**config.mk**
```make
export PLATFORM = sky130hd
export DESIGN_NAME = usb_rx_pkt_sequencer_flat
export DESIGN_NICKNAME = d
export VERILOG_FILES = /design/src/rtl/usb_rx_pkt_sequencer_if.sv /design/src/rtl/usb_rx_pkt_sequencer.sv /design/src/flat_wrapper.sv
export SDC_FILE = /design/constraint.sdc
export NUM_CORES = 1
export LEC_CHECK = 0
export BUFFER_PORTS_ARGS = -buffer_cell sky130_fd_sc_hd__buf_2
export CORE_ASPECT_RATIO = 0.75
export CORE_MARGIN = 2
export CORE_UTILIZATION = 25
export CTS_CLUSTER_SIZE = 14
export DETAILED_ROUTE_END_ITERATION = 12
export PLACE_DENSITY = 0.52
export SETUP_SLACK_MARGIN = 0.1
export SLEW_MARGIN = 20
export SYNTH_ARGS = -nofsm -noshare
export SYNTH_HDL_FRONTEND = slang
export SYNTH_SLANG_ARGS = --single-unit
export TNS_END_PERCENT = 20
```
**constraint.sdc**
```tcl
create_clock -name clock -period 2.9 [get_ports clock]
set_clock_uncertainty 0.1 [all_clocks]
set_input_delay 0.435 -clock clock [delete_from_list [all_inputs] [get_ports clock]]
set_output_delay 0.435 -clock clock [all_outputs]
set_load 0.005 [all_outputs]
```
**src/rtl/usb_rx_pkt_sequencer_if.sv**
```systemverilog
// Bit-level bundle between the unstuffer, the CRC16 datapath and the
// receive packet sequencer.
interface usb_rx_pkt_sequencer_if #(
  parameter int CNT_W = 8
);
  logic             sync_seen;
  logic             bit_valid;
  logic             in_bit;
  logic             eop;
  logic [15:0]      crc_residue;
  logic             crc_clr;
  logic             crc_en;
  logic [7:0]       pid;
  logic [CNT_W-1:0] data_bit_cnt;
  logic             busy;
  logic             pkt_done;
  logic             pkt_ok;
  logic [2:0]       err_code;

  modport master (
    output sync_seen,
    output bit_valid,
    output in_bit,
    output eop,
    output crc_residue,
    input  crc_clr,
    input  crc_en,
    input  pid,
    input  data_bit_cnt,
    input  busy,
    input  pkt_done,
    input  pkt_ok,
    input  err_code
  );

  modport slave (
    input  sync_seen,
    input  bit_valid,
    input  in_bit,
    input  eop,
    input  crc_residue,
    output crc_clr,
    output crc_en,
    output pid,
    output data_bit_cnt,
    output busy,
    output pkt_done,
    output pkt_ok,
    output err_code
  );
endinterface

```
**src/rtl/usb_rx_pkt_sequencer.sv**
```systemverilog
// USB receive packet sequencer: PID capture, data/handshake
// classification, CRC16 gating and one status strobe per packet.
module usb_rx_pkt_sequencer #(
  parameter int MAX_DATA_BITS = 80,
  parameter int MIN_DATA_BITS = 16,
  parameter int TIMEOUT       = 32,
  parameter int CNT_W         = 8
) (
  input logic                   clock,
  input logic                   reset_n,
  usb_rx_pkt_sequencer_if.slave bus
);

  localparam int TM_W = $clog2(TIMEOUT + 1);

  localparam logic [CNT_W-1:0] C_SAT =
    CNT_W'(MAX_DATA_BITS + 1);
  localparam logic [CNT_W-1:0] C_MIN =
    CNT_W'(MIN_DATA_BITS);
  localparam logic [CNT_W-1:0] C_MAX =
    CNT_W'(MAX_DATA_BITS);
  localparam logic [TM_W-1:0] C_TMO =
    TM_W'(TIMEOUT - 1);

  localparam logic [2:0] E_NONE = 3'd0;
  localparam logic [2:0] E_PID  = 3'd1;
  localparam logic [2:0] E_CRC  = 3'd2;
  localparam logic [2:0] E_LEN  = 3'd3;
  localparam logic [2:0] E_TMO  = 3'd4;
  localparam logic [2:0] E_ABT  = 3'd5;

  typedef enum logic [2:0] {
    S_IDLE,
    S_PID,
    S_DATA,
    S_HS,
    S_CHECK
  } state_t;

  state_t           r_state;
  state_t           w_nxt;
  logic [7:0]       r_pid;
  logic [2:0]       r_pid_cnt;
  logic [CNT_W-1:0] r_cnt;
  logic [TM_W-1:0]  r_timer;
  logic [2:0]       r_err;
  logic             r_is_data;
  logic             r_busy;
  logic             r_done;
  logic             r_ok;
  logic [2:0]       r_code;

  logic [7:0] w_pid_shift;
  logic       w_pid_last;
  logic       w_pid_chk;
  logic       w_is_dpid;
  logic       w_is_hpid;
  logic       w_tmo;
  logic       w_len_bad;
  logic [2:0] w_err_set;
  logic [2:0] w_fin;

  assign w_pid_shift = {bus.in_bit, r_pid[7:1]};
  assign w_pid_last  = (r_pid_cnt == 3'd7);
  assign w_pid_chk   =
    (w_pid_shift[3:0] == ~w_pid_shift[7:4]);
  assign w_is_dpid   = (w_pid_shift[3:0] == 4'b0011)
                    || (w_pid_shift[3:0] == 4'b1011);
  assign w_is_hpid   = (w_pid_shift[3:0] == 4'b0010)
                    || (w_pid_shift[3:0] == 4'b1010);
  assign w_tmo = !bus.bit_valid && !bus.eop
              && (r_timer == C_TMO);

  assign w_len_bad = (r_cnt < C_MIN) || (r_cnt > C_MAX)
                  || (r_cnt[2:0] != 3'd0);

  // Earliest recorded cause wins over the end-of-packet checks
  always_comb begin
    w_fin = E_NONE;
    if (r_err != E_NONE)
      w_fin = r_err;
    else if (r_is_data && w_len_bad)
      w_fin = E_LEN;
    else if (r_is_data && bus.crc_residue != 16'h800D)
      w_fin = E_CRC;
  end

  always_ff @(posedge clock or negedge reset_n) begin
    if (!reset_n)
      r_state <= S_IDLE;
    else
      r_state <= w_nxt;
  end

  always_comb begin
    w_nxt     = r_state;
    w_err_set = E_NONE;
    unique case (r_state)
      S_IDLE: begin
        if (bus.sync_seen)
          w_nxt = S_PID;
      end
      S_PID: begin
        if (bus.sync_seen) begin
          w_nxt     = S_CHECK;
          w_err_set = E_ABT;
        end else begin
          if (bus.bit_valid && w_pid_last) begin
            if (!w_pid_chk) begin
              w_nxt     = S_CHECK;
              w_err_set = E_PID;
            end else if (w_is_dpid) begin
              w_nxt = S_DATA;
            end else if (w_is_hpid) begin
              w_nxt = S_HS;
            end else begin
              w_nxt     = S_CHECK;
              w_err_set = E_PID;
            end
          end
          if (bus.eop) begin
            w_nxt = S_CHECK;
            if (!(bus.bit_valid && w_pid_last))
              w_err_set = E_LEN;
          end else if (w_tmo) begin
            w_nxt     = S_CHECK;
            w_err_set = E_TMO;
          end
        end
      end
      S_DATA, S_HS: begin
        if (bus.sync_seen) begin
          w_nxt     = S_CHECK;
          w_err_set = E_ABT;
        end else begin
          if (r_state == S_HS && bus.bit_valid)
            w_err_set = E_LEN;
          if (bus.eop) begin
            w_nxt = S_CHECK;
          end else if (w_tmo) begin
            w_nxt     = S_CHECK;
            w_err_set = E_TMO;
          end
        end
      end
      S_CHECK: w_nxt = S_IDLE;
      default: w_nxt = S_IDLE;
    endcase
  end

  always_comb begin
    bus.crc_clr = (r_state == S_IDLE) && bus.sync_seen;
    bus.crc_en  = (r_state == S_DATA) && bus.bit_valid;
  end

  always_ff @(posedge clock or negedge reset_n) begin
    if (!reset_n) begin
      r_pid     <= '0;
      r_pid_cnt <= '0;
      r_cnt     <= '0;
      r_timer   <= '0;
      r_err     <= E_NONE;
      r_is_data <= 1'b0;
      r_busy    <= 1'b0;
      r_done    <= 1'b0;
      r_ok      <= 1'b0;
      r_code    <= E_NONE;
    end else begin
      r_done <= 1'b0;
      r_busy <= (w_nxt != S_IDLE);
      if (w_err_set != E_NONE && r_err == E_NONE)
        r_err <= w_err_set;
      unique case (r_state)
        S_IDLE: begin
          if (bus.sync_seen) begin
            r_pid     <= '0;
            r_pid_cnt <= '0;
            r_cnt     <= '0;
            r_timer   <= '0;
            r_err     <= E_NONE;
            r_is_data <= 1'b0;
          end
        end
        S_PID, S_DATA, S_HS: begin
          if (bus.bit_valid || bus.eop)
            r_timer <= '0;
          else
            r_timer <= r_timer + TM_W'(1);
          if (bus.bit_valid && !bus.sync_seen) begin
            if (r_state == S_PID) begin
              r_pid     <= w_pid_shift;
              r_pid_cnt <= r_pid_cnt + 3'd1;
              r_is_data <= w_pid_last && w_pid_chk
                        && w_is_dpid;
            end
            if (r_state == S_DATA && r_cnt != C_SAT)
              r_cnt <= r_cnt + CNT_W'(1);
          end
        end
        S_CHECK: begin
          r_done <= 1'b1;
          r_ok   <= (w_fin == E_NONE);
          r_code <= w_fin;
        end
        default: ;
      endcase
    end
  end

  assign bus.pid          = r_pid;
  assign bus.data_bit_cnt = r_cnt;
  assign bus.busy         = r_busy;
  assign bus.pkt_done     = r_done;
  assign bus.pkt_ok       = r_ok;
  assign bus.err_code     = r_code;

endmodule
```
**src/flat_wrapper.sv**
```systemverilog
// flat-port wrapper written by rule: the top's interface ports become plain ports
module usb_rx_pkt_sequencer_flat 
#(
  parameter int MAX_DATA_BITS = 80,
  parameter int MIN_DATA_BITS = 16,
  parameter int TIMEOUT       = 32,
  parameter int CNT_W         = 8
)
  (clock, reset_n, bus_sync_seen, bus_bit_valid, bus_in_bit, bus_eop, bus_crc_residue, bus_crc_clr, bus_crc_en, bus_pid, bus_data_bit_cnt, bus_busy, bus_pkt_done, bus_pkt_ok, bus_err_code);
  usb_rx_pkt_sequencer_if #(.CNT_W(CNT_W)) bus_i ();
  input logic clock;
  input logic reset_n;
  input wire logic [$bits(bus_i.sync_seen)-1:0] bus_sync_seen;
  input wire logic [$bits(bus_i.bit_valid)-1:0] bus_bit_valid;
  input wire logic [$bits(bus_i.in_bit)-1:0] bus_in_bit;
  input wire logic [$bits(bus_i.eop)-1:0] bus_eop;
  input wire logic [$bits(bus_i.crc_residue)-1:0] bus_crc_residue;
  output wire logic [$bits(bus_i.crc_clr)-1:0] bus_crc_clr;
  output wire logic [$bits(bus_i.crc_en)-1:0] bus_crc_en;
  output wire logic [$bits(bus_i.pid)-1:0] bus_pid;
  output wire logic [$bits(bus_i.data_bit_cnt)-1:0] bus_data_bit_cnt;
  output wire logic [$bits(bus_i.busy)-1:0] bus_busy;
  output wire logic [$bits(bus_i.pkt_done)-1:0] bus_pkt_done;
  output wire logic [$bits(bus_i.pkt_ok)-1:0] bus_pkt_ok;
  output wire logic [$bits(bus_i.err_code)-1:0] bus_err_code;
  assign bus_i.sync_seen = bus_sync_seen;
  assign bus_i.bit_valid = bus_bit_valid;
  assign bus_i.in_bit = bus_in_bit;
  assign bus_i.eop = bus_eop;
  assign bus_i.crc_residue = bus_crc_residue;
  assign bus_crc_clr = bus_i.crc_clr;
  assign bus_crc_en = bus_i.crc_en;
  assign bus_pid = bus_i.pid;
  assign bus_data_bit_cnt = bus_i.data_bit_cnt;
  assign bus_busy = bus_i.busy;
  assign bus_pkt_done = bus_i.pkt_done;
  assign bus_pkt_ok = bus_i.pkt_ok;
  assign bus_err_code = bus_i.err_code;
  usb_rx_pkt_sequencer #(.MAX_DATA_BITS(MAX_DATA_BITS), .MIN_DATA_BITS(MIN_DATA_BITS), .TIMEOUT(TIMEOUT), .CNT_W(CNT_W)) u_core (.clock(clock), .reset_n(reset_n), .bus(bus_i));
endmodule
```
==> results of run 1 <==
metrics by stage:
stage	util	hold WS (ns)	power [mW]
3_3_place_gp	0.3036	0.3589	1.028
4_1_cts	0.3173	0.2049	1.502
5_1_grt	0.3173	0.2270	1.594
2_1_floorplan	-	0.03941	0.8888
3_5_place_dp	0.3036	0.3697	1.034
6_report	0.3173	0.1620	1.479
layout make-up:
| class | count | area (sq um) |
|---|---|---|
| Clock inverter | 3 | 40.04 |
| Sequential cell | 38 | 950.9 |
| Tap cell | 105 | 131.4 |
| Multi-Input combinational cell | 167 | 1028 |
| Fill cell | 870 | 5405 |
| Inverter | 10 | 37.54 |
| Clock buffer | 5 | 68.82 |
| Timing Repair Buffer | 49 | 255.2 |
cells in the final DEF (no fill, tap or decap), types with 3 or more instances in the layout:
master    Yosys  final
a21oi_1      12     12
a22o_1        6      6
buf_2         3     45
buf_4         1      4
clkbuf_8      0      5
dfrtp_1      38     38
ha_1          6      6
inv_1         9      9
mux2_2        3      3
nand2_1      32     32
nand3_1       9      9
nor2_1       17     17
nor2b_1       3      3
nor3_1        7      7
nor4b_1       3      3
o21ai_0      24     23
o31ai_1       7      6
or3_1         4      4
or4_1         3      3
worst reg2reg max path, cell delays in order, from the launching register on:
cell     delay, ns
dfrtp_1       0.40
ha_1          0.21
ha_1          0.20
nand2_1       0.24
nor3_1        0.09
a22o_1        0.32
o31ai_4       0.57
o21ai_0       0.19
a21oi_1       0.15
sequential cells by signal, summed over array words and instances (netlist names), 3 cells and up:
name,flops
u_core.r_pid_cnt,3
u_core.r_state,3
u_core.r_err,3
u_core.bus.data_bit_cnt,8
u_core.bus.pid,8
u_core.r_timer,6
u_core.bus.err_code,3
report_power, final:
group	internal (mW)	switching, mW	total, mW
logic	0.145	0.218	0.363
clock network	0.254	0.205	0.459
registers	0.600	0.0573	0.658
total	0.998	0.481	1.48
synth_stat cells (3+ instances only):
master / instances
nor4b_1: 3
a21oi_1: 12
dfrtp_1: 38
o21ai_0: 24
nor2b_1: 3
or3_1: 4
a22o_1: 6
inv_1: 9
nand3_1: 9
nand2_1: 32
or4_1: 3
o31ai_1: 7
nor2_1: 17
buf_2: 3
mux2_2: 3
nor3_1: 7
ha_1: 6
worst paths after layout:
kind | startpoint | end | slack, ns | cells after the start
setup / recovery | u_core.r_pid_cnt[0] | u_core.bus.data_bit_cnt[3] | 0.37 | 8
hold / removal | reset_n | u_core.bus.pkt_ok | 0.16 | 1
setup reg to reg | u_core.r_pid_cnt[0] | u_core.bus.data_bit_cnt[3] | 0.37 | 8
hold reg to reg | u_core.bus.err_code[1] | u_core.bus.err_code[1] | 0.38 | 2
max in group asynchronous | reset_n | u_core.bus.data_bit_cnt[2] | 1.97 | 1
min in group clock | bus_in_bit | u_core.bus.pid[7] | 0.29 | 2
logic make-up (layout without fill, tap and decap cells):
group                      after synthesis  after routing  share of synthesized area
muxes                                    3              3                    0.01654
DFF                                     38             38                     0.4657
adders and majority gates                6              6                    0.03676
buffers and inverters                   16             67                    0.03309
and+or+nand+nor                         93             93                     0.2304
xor gates and xnor gates                 3              3                    0.01287
AOI/OAI and AO/OA                       62             62                     0.2047
what timing repair did:
item                                    4_1_cts  5_1_grt
hold buffers                                  0        0
setup buffers                                 0        0
endpoints found under the setup margin        0        3
gates resized for setup                       0        1
routing by layer:
metal,global-route usage,wire length [microns],vias to the layer above
met2,0.1799,2060,34
met1,0.1960,2855,849
met5,0,0,-
met3,0.03375,244,4
met4,0.02692,29,0
li1,-,-,897
==> metrics.md, run 1 <==
| Metric | Value |
|---|---|
| Data required time of the worst path | `roughly 3.0 ns` |
| Async SR Flop Fraction | `1.000` |
| FP Rows | `28` |
| Wire length per cell | `between 10 and 15 microns` |
| Tcrit/Tclk final | `0.8731` |
| Kind of cell adding the most delay to the critical path | `compound AO/OA/AOI/OAI gates` |
| Max-cap violations | `0` |
| Unrepaired setup endpoints after global routing | `false` |
| Critical Path End Type | `flip-flop` |
| Crit path cell chain | `ha_1 > ha_1 > nand2_1 > nor3_1 > a22o_1 > o31ai_4 > o21ai_0 > a21oi_1` |
| Clock tree from TritonCTS | `yes` |
| Synth Area per Inst | `just over 9 sq um` |
| Vias in the first global route | `approximately 1800` |
| Seq/Total Area, Yosys | `0.4657` |
| Pre-CTS WS | `~0.25 ns` |
| CTS clk-pin slew, worst paths | `0.08 ns` |
| EDFF count, synth | `0` |
| Yosys top cell by area | `dfrtp_1` |
| Status | `finished, final reports clean` |
| Min-delay worst type | `in -> async` |
| NumNets Final | `around 300` |
| CP dominant cell by count | `ha_1` |
| Synth Register Bits | `38` |
| All-Layer GR Usage | `0.1285` |
| Grt ovf | `0` |
| Mapped Cells | `around 220` |
| H-tree depth | `2` |
| First-pass detailed-route iteration total | `4` |
| # diodes | `0` |
| Inst Count DP | `about 370` |
| DRC viols | `0` |
| Clk buf depth | `2` |
| Final wirelength | `approximately 5200 microns` |
| Slew Viols, Final | `0` |
| Final Setup Violations | `0` |
| Crit path DAT | `around 2.7 ns` |
| Die H | `82.27 microns` |
| First-pass GRT wire length | `8935 microns` |
| Synth unique cells | `43` |
| Fmax | `between 300 and 400 MHz` |
| Area share of the largest cell type after synthesis | `0.4657` |
| Setup TNS | `0 ns` |
| Vias per cell | `4.732` |
| Share of post-route cells with drive strength above 1 | `0.2537` |
| Die W | `roughly 110 microns` |
| Main synth FF type | `dfrtp_1` |
| Largest net degree at the start of global routing | `39` |
| Worst path max stage delay | `approximately 0.57 ns` |
| TritonCTS Buffers | `5` |
| Fin crit period | `about 2.5 ns` |
| Worst setup SP type | `flip-flop` |
| Synth top area cells | `dfrtp_1, o21ai_0, nand2_1` |
| Starting Density | `0.2579` |
| Die area | `0.008914 sq mm` |
| Initial drt markers | `between 80 and 90` |
| GPL Wtd Cong | `about 0.81` |
| Setup CP Type | `reg -> reg` |
| Design Area, Final | `between 0.002 and 0.003 sq mm` |
| Post-DP HPWL | `between 3000 and 4000 microns` |
| Vias | `around 1800` |
| PD cells | `slightly below 600 mW/mm^2` |
| Buffers on Ports | `45` |
| Crit path buf inv count | `0` |
| Core ar. | `around 0.0079 sq mm` |
| Syn Std Cell Area | `just over 0.002 sq mm` |
| Leakage | `between 1 and 1.5 nW` |
| DP Area | `about 0.0024 sq mm` |
| Worst slew pin tran | `approximately 0.9 ns` |
| Synthesis-to-layout area growth | `23.04%` |
| Post-route antenna net violation count | `0` |
| YS warnings | `0` |
| Initial antenna violation count | `0` |
| Layout Cells excl Fill | `~380` |
| Crit-path slowest cell | `o31ai_4` |
| Net Count, Synth | `249` |
| Worst-path fanout max | `16` |
| Slew HR | `0.3995` |
| Max rail drop VDD | `~0.24 mV` |
| Final worst-path setup slack | `0.3679 ns` |
| Clock root cell | `clkbuf_8` |
| Number of I/O pins | `46` |
| Final Hold Vio Count | `0` |
| Clk sink count | `38` |
| Clk_lat worst skew | `around 0.30 ns` |
No activity file was read; power rests on OpenSTA's default activity.
==> run 2, diff against run 1 <==
PLACE_DENSITY = 0.46   (was 0.52)
clock period = 2.1 ns   (was 2.9 ns; I/O delays follow)
==> run 2 against run 1 <==
Against the previous run:
- the flow now finishes with violations (negative setup slack)
- final area is 22% higher
- power is 44% higher
- sequential cell count stayed put
- clock power is 6.1% higher
- global-route usage is 0.76 points higher
- cell count is 13% higher
- non-clock buffer count is 50 higher
- die area stayed put
- critical path depth is 1 higher
- register-to-register slack worse by 0.51 ns
- largest cell class unchanged
- highest routed layer unchanged
==> metrics.md, run 2 (synthesis gave the netlist of run 1 again) <==
| Metric | Value |
|---|---|
| Worst R2R Start | `u_core.r_timer[1] (was u_core.r_pid_cnt[0])` |
| Post-route antenna net violation count | `0 (unchanged)` |
| Max-cap violations | `0 (unchanged)` |
| Final Hold Vio Count | `0 (unchanged)` |
| Worst setup SP type | `flip-flop (unchanged)` |
| Wire length per cell | `13.69 microns (was 13.77 microns)` |
| PD cells | `692.4 mW/mm^2 (was 588.7 mW/mm^2)` |
| First-pass GRT wire length | `9183 microns (was 8935 microns)` |
| Unrepaired setup endpoints after global routing | `true (was false)` |
| Final Util | `0.3872 (was 0.3173)` |
| Vias in the first global route | `1829 (was 1770)` |
| NumNets Final | `349 (was 299)` |
| First-pass detailed-route iteration total | `5 (was 4)` |
| Data required time of the worst path | `2.22 ns (was 3.02 ns)` |
| H-tree depth | `2 (unchanged)` |
| Failing checks | `negative setup slack` |
| Buffers on Ports | `45 (unchanged)` |
| Commonest non-fill, non-tap cell in the layout | `buf_4 (was buf_2)` |
| DP Area | `0.002776 sq mm (was 0.002404 sq mm)` |
| Max rail drop VDD | `0.2833 mV (was 0.2373 mV)` |
| FP Rows | `28 (unchanged)` |
| Clk_lat worst skew | `0.29 ns (was 0.30 ns)` |
| Clock tree from TritonCTS | `yes (unchanged)` |
| R2r endpoint | `u_core.bus.data_bit_cnt[7] (was u_core.bus.data_bit_cnt[3])` |
| Min-delay worst type | `in -> reg (was in -> async)` |
| Reg-to-reg setup timing slack | `-0.14 ns (was 0.37 ns)` |
| Initial antenna violation count | `0 (unchanged)` |
| Crit path DAT | `2.36 ns (was 2.65 ns)` |
| Setup CP Type | `reg -> reg (unchanged)` |
| Die H | `82.27 microns (unchanged)` |
| Post-DP HPWL | `4145 microns (was 3736 microns)` |
| Grt ovf | `0 (unchanged)` |
| CTS clk-pin slew, worst paths | `0.08 ns (about the same)` |
| All-Layer GR Usage | `0.1362 (was 0.1285)` |
| Min-delay src | `bus_in_bit` |
| Worst-path fanout max | `8 (was 16)` |
| Hold path cells | `2` |
| # diodes | `0 (unchanged)` |
| GPL Wtd Cong | `0.7811 (was 0.8082)` |
| Slew HR | `0.5397 (was 0.3995)` |
| Die area | `0.008914 sq mm (unchanged)` |
| Commonest non-fill, non-tap cells in the layout | `buf_4, buf_2, dfrtp_1 (was buf_2, dfrtp_1, nand2_1)` |
| Leakage | `1.412 nW (was 1.141 nW)` |
| Fmax | `446.7 MHz (was 394.9 MHz)` |
| DRC viols | `0 (unchanged)` |
| Slew Viols, Final | `0 (unchanged)` |
| Core ar. | `0.007918 sq mm (unchanged)` |
| Hold_ws | `0.1756 ns (was 0.1620 ns)` |
| Initial drt markers | `102 (was 81)` |
| Final worst-path setup slack | `-0.1385 ns (was 0.3679 ns)` |
| Status | `complete, but fails checks (was finished, final reports clean)` |
| Share of post-route cells with drive strength above 1 | `0.4424 (was 0.2537)` |
| Final Setup Violations | `21 (was 0)` |
| Setup TNS | `-1.845 ns (was 0 ns)` |
| Largest net degree at the start of global routing | `30 (was 39)` |
| Final wirelength | `5832 microns (was 5190 microns)` |
| Clock root cell | `clkbuf_8 (unchanged)` |
| Worst slew pin tran | `0.6904 ns (was 0.9007 ns)` |
| Number of I/O pins | `46 (unchanged)` |
| Clk sink count | `38 (unchanged)` |
| Synthesis-to-layout area growth | `50.12% (was 23.04%)` |
| Critical Path End Type | `flip-flop (unchanged)` |
| Min-Delay Endpoint | `u_core.bus.pid[7]` |
| Vias per cell | `4.615 (was 4.732)` |
| Overall power | `2.123 mW (was 1.479 mW)` |
| Tcrit/Tclk final | `1.066 (was 0.8731)` |
| Starting Density | `0.2579 (unchanged)` |
| TritonCTS Buffers | `5 (unchanged)` |
| Worst R2R Path Depth | `9 (was 8)` |
| Vias | `1966 (was 1784)` |
| Design Area, Final | `0.003065 sq mm (was 0.002512 sq mm)` |
| Clk buf depth | `2 (unchanged)` |
| Fin crit period | `2.239 ns (was 2.532 ns)` |
| Die W | `108.4 microns (unchanged)` |
run 2: cell types whose count changed in the layout (fill, tap and decap cells not counted), sizes merged:
cell	change
bufinv	-1
dlygate4sd3	+1
buf	+49
run 2: power by group:
part           total [mW]  internal [mW]  switching (mW)
Clock               0.487          0.223           0.264
Combinational       0.731          0.348           0.382
Sequential          0.905          0.830          0.0752
run 2: critical path, cell delays in order (launching register included):
cell and delay (ns):
dfrtp_1 0.42, ha_4 0.19, nand3_4 0.10, o21ai_4 0.09, a2111oi_4 0.32, buf_4 0.19, o31ai_4 0.06, buf_12 0.16
or4_1 0.41, a21oi_2 0.13
run 2: cell type report:
type | count | area (sq um)
sequential | 38 | 953.4
multi-input combinational | 167 | 1204
fill | 814 | 4852
clock inverter | 2 | 10.01
timing repair buffer | 99 | 660.6
inverter | 10 | 37.54
tap | 105 | 131.4
clock buffer | 5 | 68.82
run 2: per-layer routing:
layer  vias up  GRT usage  wire (microns)  share of wire
li1        997          -               -              -
met1       927     0.1968            3059           0.52
met2        40     0.2063            2510           0.43
met3         2    0.03297             245          0.042
met4         0    0.03077              16         0.0027
met5         -          0               0              0
run 2: timing repair:
action                                  CTS  global route
pin swaps                                 6            11
endpoints found under the setup margin   27            30
setup buffers                             6             1
resized for setup                         8            32
gates cloned                              0             1
hold buffers                              1             0
hold endpoints to repair                 28             0
run 2: worst max-delay path by stage:
stage	startpoint	end	slack, ns
finish	u_core.r_timer[1]	u_core.bus.data_bit_cnt[7]	-0.14
global route	u_core.r_timer[0]	u_core.bus.data_bit_cnt[6]	-0.26
CTS	u_core.bus.pid[6]	u_core.bus.data_bit_cnt[6]	-0.15
detailed placement	bus_bit_valid	u_core.bus.data_bit_cnt[6]	-0.20
global placement	bus_bit_valid	u_core.bus.data_bit_cnt[6]	-0.16
floorplan	u_core.bus.pid[3]	u_core.bus.data_bit_cnt[5]	0.07
run 2: through the flow:
step | setup WS, ns | std cells
6_report | -0.1385 | 426
5_1_grt | -0.2581 | 426
4_1_cts | -0.1501 | 424
3_5_place_dp | -0.2006 | 410
3_3_place_gp | -0.1578 | 410
2_1_floorplan | 0.06551 | 221
